<file path="src/rtl/stopwatch_pkg.sv">
// Shared constants and types for the stopwatch display path.
package stopwatch_pkg;

  localparam int CNT_W   = 13;
  localparam int SAT_VAL = 5999;

  typedef enum logic [1:0] {
    ST_IDLE  = 2'd0,
    ST_DIV60 = 2'd1,
    ST_DIV10 = 2'd2,
    ST_LOAD  = 2'd3
  } conv_state_e;

  localparam logic [1:0] DIG_SEC_ONES = 2'd0;
  localparam logic [1:0] DIG_SEC_TENS = 2'd1;
  localparam logic [1:0] DIG_MIN_ONES = 2'd2;
  localparam logic [1:0] DIG_MIN_TENS = 2'd3;

  localparam logic [6:0] SEG_BLANK = 7'h7F;

endpackage

</file>
<file path="src/rtl/seg7_decode.sv">
// BCD to active-low 7-segment decoder, bit 0 = segment a .. bit 6 = segment g.
module seg7_decode
  import stopwatch_pkg::*;
(
  input  logic [3:0] bcd_i,
  output logic [6:0] seg_o
);

  always_comb begin
    seg_o = SEG_BLANK;
    case (bcd_i)
      4'd0:    seg_o = 7'h40;
      4'd1:    seg_o = 7'h79;
      4'd2:    seg_o = 7'h24;
      4'd3:    seg_o = 7'h30;
      4'd4:    seg_o = 7'h19;
      4'd5:    seg_o = 7'h12;
      4'd6:    seg_o = 7'h02;
      4'd7:    seg_o = 7'h78;
      4'd8:    seg_o = 7'h00;
      4'd9:    seg_o = 7'h10;
      default: seg_o = SEG_BLANK;
    endcase
  end

endmodule

</file>
<file path="src/rtl/stopwatch_display.sv">
// Converts binary elapsed seconds to MM:SS BCD by repeated subtraction and
// drives a 4-digit multiplexed active-low 7-segment display with pair blinking.
module stopwatch_display #(
  parameter int CNT_W   = 13,
  parameter int SAT_VAL = 5999
) (
  input  logic             clk,
  input  logic             rst,
  input  logic [CNT_W-1:0] seconds,
  input  logic             scan_tick,
  input  logic             adj,
  input  logic             sel,
  input  logic             blink_phase,
  output logic [6:0]       seg,
  output logic             dp,
  output logic [3:0]       an
);
  import stopwatch_pkg::*;

  function automatic logic [CNT_W-1:0] sat_seconds(input logic [CNT_W-1:0] v);
    return (v > CNT_W'(SAT_VAL)) ? CNT_W'(SAT_VAL) : v;
  endfunction

  conv_state_e      state_q, state_d;
  logic [CNT_W-1:0] rem_q, rem_d;
  logic [6:0]       min_q, min_d;
  logic [3:0]       sec_tens_q, sec_tens_d;
  logic [3:0]       min_tens_q, min_tens_d;
  logic [3:0][3:0]  disp_q, disp_d;
  logic [1:0]       idx_q, idx_d;
  logic [6:0]       seg_q, seg_d;
  logic             dp_q, dp_d;
  logic [3:0]       an_q, an_d;
  logic [6:0]       dec_seg;
  logic             blank;

  // Exit decisions look at the post-subtract values so no cycle is spent
  // re-testing a value that is already in range.
  always_comb begin
    state_d    = state_q;
    rem_d      = rem_q;
    min_d      = min_q;
    sec_tens_d = sec_tens_q;
    min_tens_d = min_tens_q;
    disp_d     = disp_q;
    case (state_q)
      ST_IDLE: begin
        rem_d      = sat_seconds(seconds);
        min_d      = '0;
        sec_tens_d = '0;
        min_tens_d = '0;
        state_d    = ST_DIV60;
      end
      ST_DIV60: begin
        if (rem_q >= CNT_W'(60)) begin
          rem_d = rem_q - CNT_W'(60);
          min_d = min_q + 7'd1;
        end
        if (rem_d < CNT_W'(60)) state_d = ST_DIV10;
      end
      ST_DIV10: begin
        if (rem_q >= CNT_W'(10)) begin
          rem_d      = rem_q - CNT_W'(10);
          sec_tens_d = sec_tens_q + 4'd1;
        end
        if (min_q >= 7'd10) begin
          min_d      = min_q - 7'd10;
          min_tens_d = min_tens_q + 4'd1;
        end
        if ((rem_d < CNT_W'(10)) && (min_d < 7'd10)) state_d = ST_LOAD;
      end
      ST_LOAD: begin
        disp_d[DIG_SEC_ONES] = rem_q[3:0];
        disp_d[DIG_SEC_TENS] = sec_tens_q;
        disp_d[DIG_MIN_ONES] = min_q[3:0];
        disp_d[DIG_MIN_TENS] = min_tens_q;
        state_d              = ST_IDLE;
      end
      default: state_d = ST_IDLE;
    endcase
  end

  seg7_decode u_dec (
    .bcd_i (disp_q[idx_q]),
    .seg_o (dec_seg)
  );

  always_comb begin
    idx_d = scan_tick ? idx_q + 2'd1 : idx_q;
    blank = adj && blink_phase &&
            (sel ? (idx_q <= DIG_SEC_TENS) : (idx_q >= DIG_MIN_ONES));
    an_d  = blank ? 4'hF : ~(4'b0001 << idx_q);
    seg_d = dec_seg;
    dp_d  = (idx_q != DIG_MIN_ONES);
  end

  always_ff @(posedge clk or posedge rst) begin
    if (rst) begin
      state_q    <= ST_IDLE;
      rem_q      <= '0;
      min_q      <= '0;
      sec_tens_q <= '0;
      min_tens_q <= '0;
      disp_q     <= '0;
      idx_q      <= '0;
      seg_q      <= SEG_BLANK;
      dp_q       <= 1'b1;
      an_q       <= 4'hF;
    end else begin
      state_q    <= state_d;
      rem_q      <= rem_d;
      min_q      <= min_d;
      sec_tens_q <= sec_tens_d;
      min_tens_q <= min_tens_d;
      disp_q     <= disp_d;
      idx_q      <= idx_d;
      seg_q      <= seg_d;
      dp_q       <= dp_d;
      an_q       <= an_d;
    end
  end

  assign seg = seg_q;
  assign dp  = dp_q;
  assign an  = an_q;

endmodule

</file>
<file path="config.mk">
export PLATFORM = sky130hd
export DESIGN_NAME = stopwatch_display
export DESIGN_NICKNAME = d
export VERILOG_FILES = /design/src/rtl/stopwatch_pkg.sv /design/src/rtl/seg7_decode.sv /design/src/rtl/stopwatch_display.sv
export SDC_FILE = /design/constraint.sdc
export NUM_CORES = 1
export LEC_CHECK = 0
export ABC_AREA = 0
export BUFFER_PORTS_ARGS = -buffer_cell sky130_fd_sc_hd__buf_2
export CAP_MARGIN = 40
export CELL_PAD_IN_SITES_DETAIL_PLACEMENT = 0
export CELL_PAD_IN_SITES_GLOBAL_PLACEMENT = 1
export CORE_AREA = 10 10 92 114
export DETAILED_ROUTE_END_ITERATION = 7
export DIE_AREA = 0 0 102 124
export GPL_TIMING_DRIVEN = 0
export PLACE_DENSITY = 0.83
export SETUP_SLACK_MARGIN = 0.1
export SYNTH_ARGS = -nofsm -noshare
export SYNTH_HDL_FRONTEND = slang
export SYNTH_SLANG_ARGS = --single-unit
</file>
<file path="constraint.sdc">
create_clock -name clk -period 6.6 [get_ports clk]
set_clock_uncertainty 0.2 [all_clocks]
set_input_delay 0.99 -clock clk [delete_from_list [all_inputs] [get_ports clk]]
set_output_delay 0.99 -clock clk [all_outputs]
set_load 0.01 [all_outputs]
</file>
==> summary.txt, run 1 <==
Max VDD drop: 231.4 uV
FILL cells: 786
Max-slew headroom: 0.5405
Layout Cells excl Fill: 592
Seq cells post-synth: 60
TNS Setup: 0 ps
First-pass GRT wire length: 18.99 mm
Design Power: 2440 uW
Initial Util: 0.4967
Synth Flop Type: dfrtp_1
Residual DRC count: 0
Largest net degree at the start of global routing: 40
Avg Vias per Cell: 6.169
Clk slew on worst S/H paths: 70 ps
Cell Count Post-Placement: 576
Via count: 3652
Port Buffers: 30
Pre-CTS WS: 3534 ps
Synth unique cells: 76
Initial antenna violation count: 0
Highest clock rate: 323.4 MHz
Outcome: finished, final reports clean
Crit start category: register
Final Hold Viols: 0
Critical Path End Type: register
Hpwl dp: 8.534 mm
Hold buffers post-CTS: 0
Max-cap viol count: 0
Number of synthesized flops with an enable pin: 0
Ports: 31
Most frequent cells in the layout: dfrtp_1 (48), nand2_1 (45), o21ai_0 (39)
RSZ-0062 raised after global routing: no
Power Density: 526.6 mW/mm^2
Clk root buf: clkbuf_8
Layout net count: 533
Fraction of layout cells with a size suffix above 1: 0.2121
Synth Area in Simple Gates: 0.1596
Inserted Diodes: 0
Leakage power: 0.002014 uW
PnR worst setup slack: 3508 ps
Die Span Y: 124 microns
Largest family of logic cells by synthesized area: compound AO/OA/AOI/OAI gates
FFs w/ async S/R, synth: 1.000
Post_cts resized: 0
Die width: 102 microns
Critical Setup Path Class: register to register
Final setup vio count: 0
Commonest non-fill, non-tap cell in the layout: dfrtp_1
Final ANT Viol Nets: 0
Net Count, Synth: 491
CTS max path bufs: 2
Synth Area in XOR/XNOR: 0.02782
WL final: 11.66 mm
Compound-Gate Fraction of Synth Area: 0.2397
Mux contribution to synthesized area: 0.07337
Slew Viols, Final: 0
Avg Cell Area, Syn: 9.135 sq um
CTS tree: done
Post-CTS Setup Bufs: 0
Mapped Cells: 448
Synth-to-Final Area Change: 13.21%
Die ar.: 0.01265 sq mm
Vias in the first global route: 3730
Hold Path Class: register to register
Slew at the pin closest to its max-slew limit: 689.2 ps
Drt pass-1 iters: 5
Total GRT Usage: 0.1912
Initial DRC count: 353
CP max FO: 8
Site Rows: 37
Final period util: 0.4685
CORE AREA: 0.008240 sq mm
Crit path required time: 6630 ps
Sequential share of the synthesized area: 0.3705
Warnings, synthesis: 0
Global route overflow: 0
RePlAce Congestion: 0.9465
CTS sink count: 60
Post-synthesis adder-cell area fraction: 0.07582
Minimum clock period: 3092 ps
CTS Buf Count: 9
Worst Path Arrival: 3130 ps
Routed len/inst: 19.69 microns
Clock Latency Late Sink: 350 ps
Synth Cell Area: 0.004093 sq mm
CTS H-tree lvls: 3
==> where the power goes <==
part	leakage (uW)	switching (uW)	internal, uW
Clock	0.000122	160	261
Combinational	0.00114	884	516
Sequential	0.000752	101	518
Total	0.00201	1140	1300
==> cell families after synthesis <==
| kind of cell | Yosys count |
|---|---|
| adder cells (fa/ha/maj) | 25 |
| buffers and inverters | 51 |
| flip-flops | 60 |
| XOR/XNOR | 13 |
| AO/OA/AOI/OAI | 145 |
| AND/OR/NAND/NOR | 130 |
| multiplexers | 24 |
==> sequential cells by signal, summed over array words and instances, names as in the netlist <==
register and flops:
disp_q 16, rem_q 13, min_q 7, seg 7
an 4, min_tens_q 4, sec_tens_q 4, idx_q 2
state_q 2, dp 1
==> worst max-delay path: stages (launching register included) <==
cell and delay [ps]:
dfrtp_1 470, inv_1 140, ha_1 160, nand3b_1 150, o21ai_1 470, nor2_2 200
a21oi_1 530, nand2_1 330, o41ai_1 330
==> stage by stage <==
stage,utilization,hold WS [ps],instance area (sq um)
final,0.5623,305.2,4633
after global routing,0.5623,333.3,4633
after CTS,0.5623,309.8,4633
after detailed placement,0.5320,293.9,4384
after global placement,0.5296,286.6,4364
after floorplan,-,267.1,4093
==> synth_stat cells, drive strengths merged (7+ instances only) <==
cell	number	area, sq um
o21ai	48	240.2
clkbuf	17	63.81
inv	22	82.58
mux2	18	202.7
o31ai	10	80.07
nand4	7	50.05
dfrtp	48	1201
a21oi	26	133.9
nor3	9	61.31
o22ai	9	56.30
nand2	45	168.9
nor2	32	127.6
buf	10	63.81
nand3	11	55.05
xnor2	7	61.31
ha	24	300.3
dfstp	12	315.3
or3	7	43.79
==> per-layer routing <==
layer,global-route usage,routed length [microns],vias up
met5,0,0,-
met4,0.06625,356,0
met3,0.03601,583,26
met2,0.3454,6039,124
met1,0.2200,4679,1773
li1,-,-,1729
==> path summary, 6_finish.rpt <==
path | from | to | slack [ps] | cells after the start
worst max-delay path | rem_q[1] | min_q[0] | 3510 | 8
worst max register to register | rem_q[1] | min_q[0] | 3510 | 8
worst min-delay path | disp_q[14] | disp_q[14] | 310 | 1
worst min register to register | disp_q[14] | disp_q[14] | 310 | 1
max in group asynchronous | rst | seg[3] | 5080 | 3
min in group asynchronous | rst | rem_q[7] | 460 | 2
==> final cells by class <==
class	count	area (sq um)	area share
Multi-Input combinational cell	337	2359	0.5090
Sequential cell	60	1516	0.3273
Timing Repair Buffer	31	170.2	0.03673
Clock buffer	10	137.6	0.02971
Buffer	27	127.6	0.02755
Tap cell	97	121.4	0.02619
Clock inverter	6	111.4	0.02403
Inverter	24	90.09	0.01944
Note: power is estimated with default switching activity, not from simulation.
==> inputs of run 2 (changes only) <==
ABC_AREA = 1   (was 0)
CORE_AREA = 10 10 102 127   (was 10 10 92 114)
DIE_AREA = 0 0 112 137   (was 0 0 102 124)
PLACE_DENSITY = 0.74   (was 0.83)
clock period = 2.74 ns   (was 6.6 ns; I/O delays follow)
==> summary.txt, run 2 <==
Fin util: 0.4629
CTS sink count: 60
Most frequent cells in the layout: nand2_1 (142), inv_1 (74), o21ai_0 (56)
Crit-path cells: inv_1 -> nand2_1 -> nor2_1 -> nand2_2 -> nor2_1 -> nand2_1 -> o21ai_0 -> nor2_1 -> nand2_1 -> nand2_1 -> nand2_2 -> nand2_1 -> nand2_1 -> nand2_1
Top-count cell post-synth: nand2_1
GRT Max-Usage Layer: met2
Most frequent cells after synthesis: nand2_1 (144), inv_1 (76), o21ai_0 (57)
Max VDD drop: 425.8 uV
RSZ-0062 raised after global routing: no
Max FFs per register: 16
Final Instance Area: 0.004841 sq mm
Synth Area in XOR/XNOR: 0.01707
Commonest non-fill, non-tap cell in the layout: nand2_1
Max-slew headroom: 0.4915
Crit path required time: 2760 ps
Mapped Cells: 576
Layout net count: 666
Minimum clock period: 2507 ps
RePlAce Congestion: 0.9201
Outcome: finished, final reports clean
FFs w/ async S/R, synth: 1.000
CTS H-tree lvls: 3
WL final: 12.05 mm
GR Layer Usage met1: 0.1704
Drt pass-1 iters: 4
Compound-Gate Fraction of Synth Area: 0.1628
Final ANT Viol Nets: 0
Fraction of layout cells with a size suffix above 1: 0.1608
Final period util: 0.9148
Largest delay share family, worst path: simple AND/OR/NAND/NOR gates
Top post-synthesis cells by area: dfrtp_1 (29%), nand2_1 (13%), dfstp_2 (7.7%)
CTS max path bufs: 2
DP Area: 0.004439 sq mm
Clk slew on worst S/H paths: 60 ps
Synth-to-Final Area Change: 17.96%
Biggest register: disp_q
Critical Path End Type: register
Power Density: 1250 mW/mm^2
Initial antenna violation count: 0
Slew Viols, Final: 0
TNS Setup: 0 ps
Combinational power share: 0.536
Global route overflow: 0
Initial DRC count: 207
Final Hold Viols: 0
Clock Latency Late Sink: 330 ps
Die ar.: 0.01534 sq mm
GR Util met2: 0.2821
Die width: 112 microns
Synth Area in Simple Gates: 0.2701
Share of the synthesized area in the top cell type: 0.2927
R2R Setup Slk: 230 ps
Routed len/inst: 15.86 microns
Synth Flop Type: dfrtp_1
Die Span Y: 137 microns
Via count: 3948
First-pass GRT wire length: 19.32 mm
Cell-internal power: 3165 uW
Synth unique cells: 37
Avg Vias per Cell: 5.195
Yosys top cell by area: dfrtp_1
Post-synthesis adder-cell area fraction: 0.07317
Max-cap viol count: 0
Max stage delay on crit path: 420 ps
Largest net degree at the start of global routing: 33
Sw Ratio: 0.4770
Met3 global-route usage: 0.03373
Hold buffers post-CTS: 0
CP max FO: 5
Site Rows: 42
Largest family of logic cells by synthesized area: simple AND/OR/NAND/NOR gates
Mux contribution to synthesized area: 0.01372
Net Sw Power: 2886 uW
Ports: 31
Hpwl dp: 9.237 mm
WP buf/inv: 1
Design Power: 6051 uW
Vias in the first global route: 3815
Final setup vio count: 0
Slowest CP cell: dfrtp_1
Critical Setup Path Class: register to register
Clock network power share: 0.205
Avg Cell Area, Syn: 7.125 sq um
Clk root buf: clkbuf_16
Crit start category: register
Sequential share of the synthesized area: 0.3695
Slew at the pin closest to its max-slew limit: 762.8 ps
Largest registers: disp_q: 16 flops, rem_q: 13 flops
Total GRT Usage: 0.1563
Hold Path Class: primary input to async pin
Leakage power: 0.002393 uW
Initial Util: 0.3924
FILL cells: 1087
Inserted Diodes: 0
Port Buffers: 30
Number of synthesized flops with an enable pin: 0
Residual DRC count: 0
Seq cells post-synth: 60
Warnings, synthesis: 0
Worst Path Arrival: 2520 ps
Seq pwr share: 0.259
Highest clock rate: 398.9 MHz
CORE AREA: 0.01046 sq mm
Net Count, Synth: 619
Synth Cell Area: 0.004104 sq mm
Critical path's most frequent cell: nand2_1
CTS Buf Count: 9
CTS tree: done
[run 2: changes by cell type after synthesis, moves of 7 or more]
cell      delta
inv_1       +54
nor2_1      +27
o21ai_0     +18
mux2_2      -13
nand2_1     +99
xnor2_1      -7
o21ai_1      -7
nand3_1     +35
clkbuf_1     -7
or3_1        -7
[run 2: what timing repair did]
action / in CTS / in global routing
endpoints found under the setup margin: 5 / 3
gates cloned: 0 / 0
gates resized for setup: 4 / 11
pin swaps: 2 / 1
setup buffers: 2 / 3
[run 2: metal layers]
| layer | vias to the layer above | share of wire |
|---|---|---|
| li1 | 1974 | - |
| met3 | 33 | 0.047 |
| met4 | 0 | 0.030 |
| met5 | - | 0 |
| met2 | 95 | 0.51 |
| met1 | 1846 | 0.41 |
[run 2: cells by family after synthesis]
| family | Yosys count |
|---|---|
| AND/OR/NAND/NOR | 264 |
| AO/OA/AOI/OAI | 117 |
| buffers and inverters | 98 |
| flip-flops | 60 |
| adder cells (fa/ha/maj) | 24 |
| XOR/XNOR | 8 |
| multiplexers | 5 |
[run 2: final timing paths]
check,startpoint,to,depth (start not counted)
max,rem_q[8],state_q[1],14
min,rst,rem_q[3],2
max reg2reg,rem_q[8],state_q[1],14
min reg2reg,min_tens_q[2],min_tens_q[2],1
max in group asynchronous,rst,rem_q[1],3
min in group clk,scan_tick,idx_q[0],2
[run 2: area by class of cell]
| cell class | count | area [sq um] | area share |
|---|---|---|---|
| Clock inverter | 7 | 98.84 | 0.02042 |
| Buffer | 18 | 87.58 | 0.01809 |
| Timing Repair Buffer | 36 | 207.7 | 0.04291 |
| Sequential cell | 60 | 1519 | 0.3138 |
| Tap cell | 132 | 165.2 | 0.03412 |
| Multi-Input combinational cell | 418 | 2237 | 0.4621 |
| Inverter | 80 | 300.3 | 0.06203 |
| Clock buffer | 9 | 225.2 | 0.04652 |
[run 2: per-stage QoR]
stage	hold WS [ps]	cells	worst slack [ps]
2_1_floorplan	249.6	576	481.7
3_5_place_dp	283.3	739	-148.6
6_report	14.11	760	233.4
4_1_cts	34.36	757	110.9
5_1_grt	59.24	760	101.8
3_3_place_gp	281.6	738	-160.1
[run 2: power by group through the flow]
stage	sequential, uW	clock (uW)	combinational [uW]
after floorplan	1560	0	2210
after global placement	1590	0	3040
after detailed placement	1590	0	3100
after CTS	1580	1260	3150
after global routing	1610	1310	3660
final	1570	1240	3240
==> inputs of run 3 (changes only) <==
PLACE_DENSITY = not set   (was 0.74)
PLACE_DENSITY_LB_ADDON = 0.15   (was not set)
SLEW_MARGIN = 10   (was not set)
==> summary.txt, run 3 (synthesis results as in run 2) <==
Outcome: finished, final reports clean
Slowest CP cell: dfrtp_1
Power Density: 1229 mW/mm^2
Final ANT Viol Nets: 0
Crit start category: register
Critical Setup Path Class: register to register
Initial antenna violation count: 0
Port Buffers: 30
CTS sink count: 60
Via count: 3922
Global route overflow: 0
Clk root buf: clkbuf_16
Setup crit start: rem_q[10]
First-pass GRT wire length: 18.95 mm
Die width: 112 microns
Final setup vio count: 0
Crit Reg-Reg Endpoint: state_q[1]
Inserted Diodes: 0
Die ar.: 0.01534 sq mm
R2R Setup Slk: 280 ps
CTS H-tree lvls: 3
CORE AREA: 0.01046 sq mm
RePlAce Congestion: 0.8671
Avg Vias per Cell: 5.161
Clock Latency Late Sink: 330 ps
Commonest non-fill, non-tap cell in the layout: nand2_1
Worst Path Arrival: 2470 ps
Final Hold Viols: 0
Pre-CTS WS: -81.13 ps
PnR worst setup slack: 280.5 ps
Site Rows: 42
Clk slew on worst S/H paths: 60 ps
Critical Path End Type: register
Ports: 31
Max VDD drop: 484.5 uV
Minimum clock period: 2459 ps
WL final: 11.68 mm
Layout Cells excl Fill: 760
Critical path's most frequent cell: nand2_1
Final period util: 0.8976
Fraction of layout cells with a size suffix above 1: 0.1640
Total GRT Usage: 0.1527
Routed len/inst: 15.36 microns
Largest registers: disp_q: 16 flops, rem_q: 13 flops
CP max FO: 10
Leakage power: 0.002372 uW
Biggest register: disp_q
Initial DRC count: 183
CTS max path bufs: 2
Highest clock rate: 406.6 MHz
Worst R2R Path Depth: 13
CTS tree: done
Die Span Y: 137 microns
Initial Util: 0.3924
Slew at the pin closest to its max-slew limit: 746.5 ps
Slew Viols, Final: 0
Crit-path cells: nor2_4 -> nand3_1 -> a21oi_1 -> nand2_4 -> buf_6 -> nand3_1 -> nand3_1 -> nor2_1 -> nand2_1 -> nand2_2 -> nand2_1 -> nand2_1 -> nand2_1
Crit path required time: 2750 ps
Synth-to-Final Area Change: 17.38%
Drt pass-1 iters: 5
Max-cap viol count: 0
Hpwl dp: 8.935 mm
Most frequent cells in the layout: nand2_1 (142), inv_1 (73), o21ai_0 (57)
Hold Path Class: primary input to async pin
Cell Count Post-Placement: 738
Max FFs per register: 16
Reg2reg start: rem_q[10]
CTS Buf Count: 9
Vias in the first global route: 3855
Largest net degree at the start of global routing: 61
Layout net count: 666
Residual DRC count: 0
Hold buffers post-CTS: 0
RSZ-0062 raised after global routing: no
Max stage delay on crit path: 430 ps
Max-slew headroom: 0.5023
-- run 3: layer usage --
layer	wire length [microns]	part of all wire	GRT usage
met2	6006	0.51	0.2763
met5	0	0	0
met4	295	0.025	0.07345
met3	548	0.047	0.03198
met1	4826	0.41	0.1664
-- run 3: timing repair --
action,CTS,global route
endpoints found under the setup margin,7,5
buffers inserted,2,4
pin swaps,2,2
gates cloned,0,0
gates resized for setup,6,11
hold endpoints to repair,0,0
-- run 3: critical path, delay by kind of cell, from the launching register on --
family / cells / cell delay [ps]
DFF: 1 / 430
AOI/OAI and AO/OA: 1 / 280
buffers and inverters: 1 / 150
and+or+nand+nor: 11 / 1280
-- run 3: area by class of cell --
type | count | area [sq um]
buffer | 18 | 87.58
clock buffer | 10 | 239.0
clock inverter | 6 | 63.81
fill | 1065 | 5640
inverter | 80 | 302.8
multi-input combinational | 418 | 2243
sequential | 60 | 1520
tap | 132 | 165.2
timing repair buffer | 36 | 195.2
-- run 3: metrics by stage --
stage          instance area, sq um  TNS, ps  power (uW)    util  hold WS (ps)
2_1_floorplan                  4104        0        3765       -         249.6
3_3_place_gp                   4419   -10110        4647  0.4226         292.1
3_5_place_dp                   4422   -160.4        4672  0.4228         294.1
4_1_cts                        4756        0        5885  0.4548         57.44
5_1_grt                        4817        0        6484  0.4606         103.1
6_report                       4817        0        5922  0.4606         28.86
-- run 3: power by group --
part           internal, uW  leakage (uW)  total, uW  switching [uW]
sequential             1290      0.000739       1560             270
clock                   726      0.000144       1140             412
combinational          1070       0.00149       3220            2150
total                  3090       0.00237       5920            2830
-- run 3: how the worst max path moves through the flow --
stage            endpoint  slack (ps)
2_1_floorplan  state_q[1]         480
3_3_place_gp     min_q[6]        -210
3_5_place_dp   state_q[1]         -80
4_1_cts        state_q[1]         130
5_1_grt        state_q[1]         100
6_report       state_q[1]         280
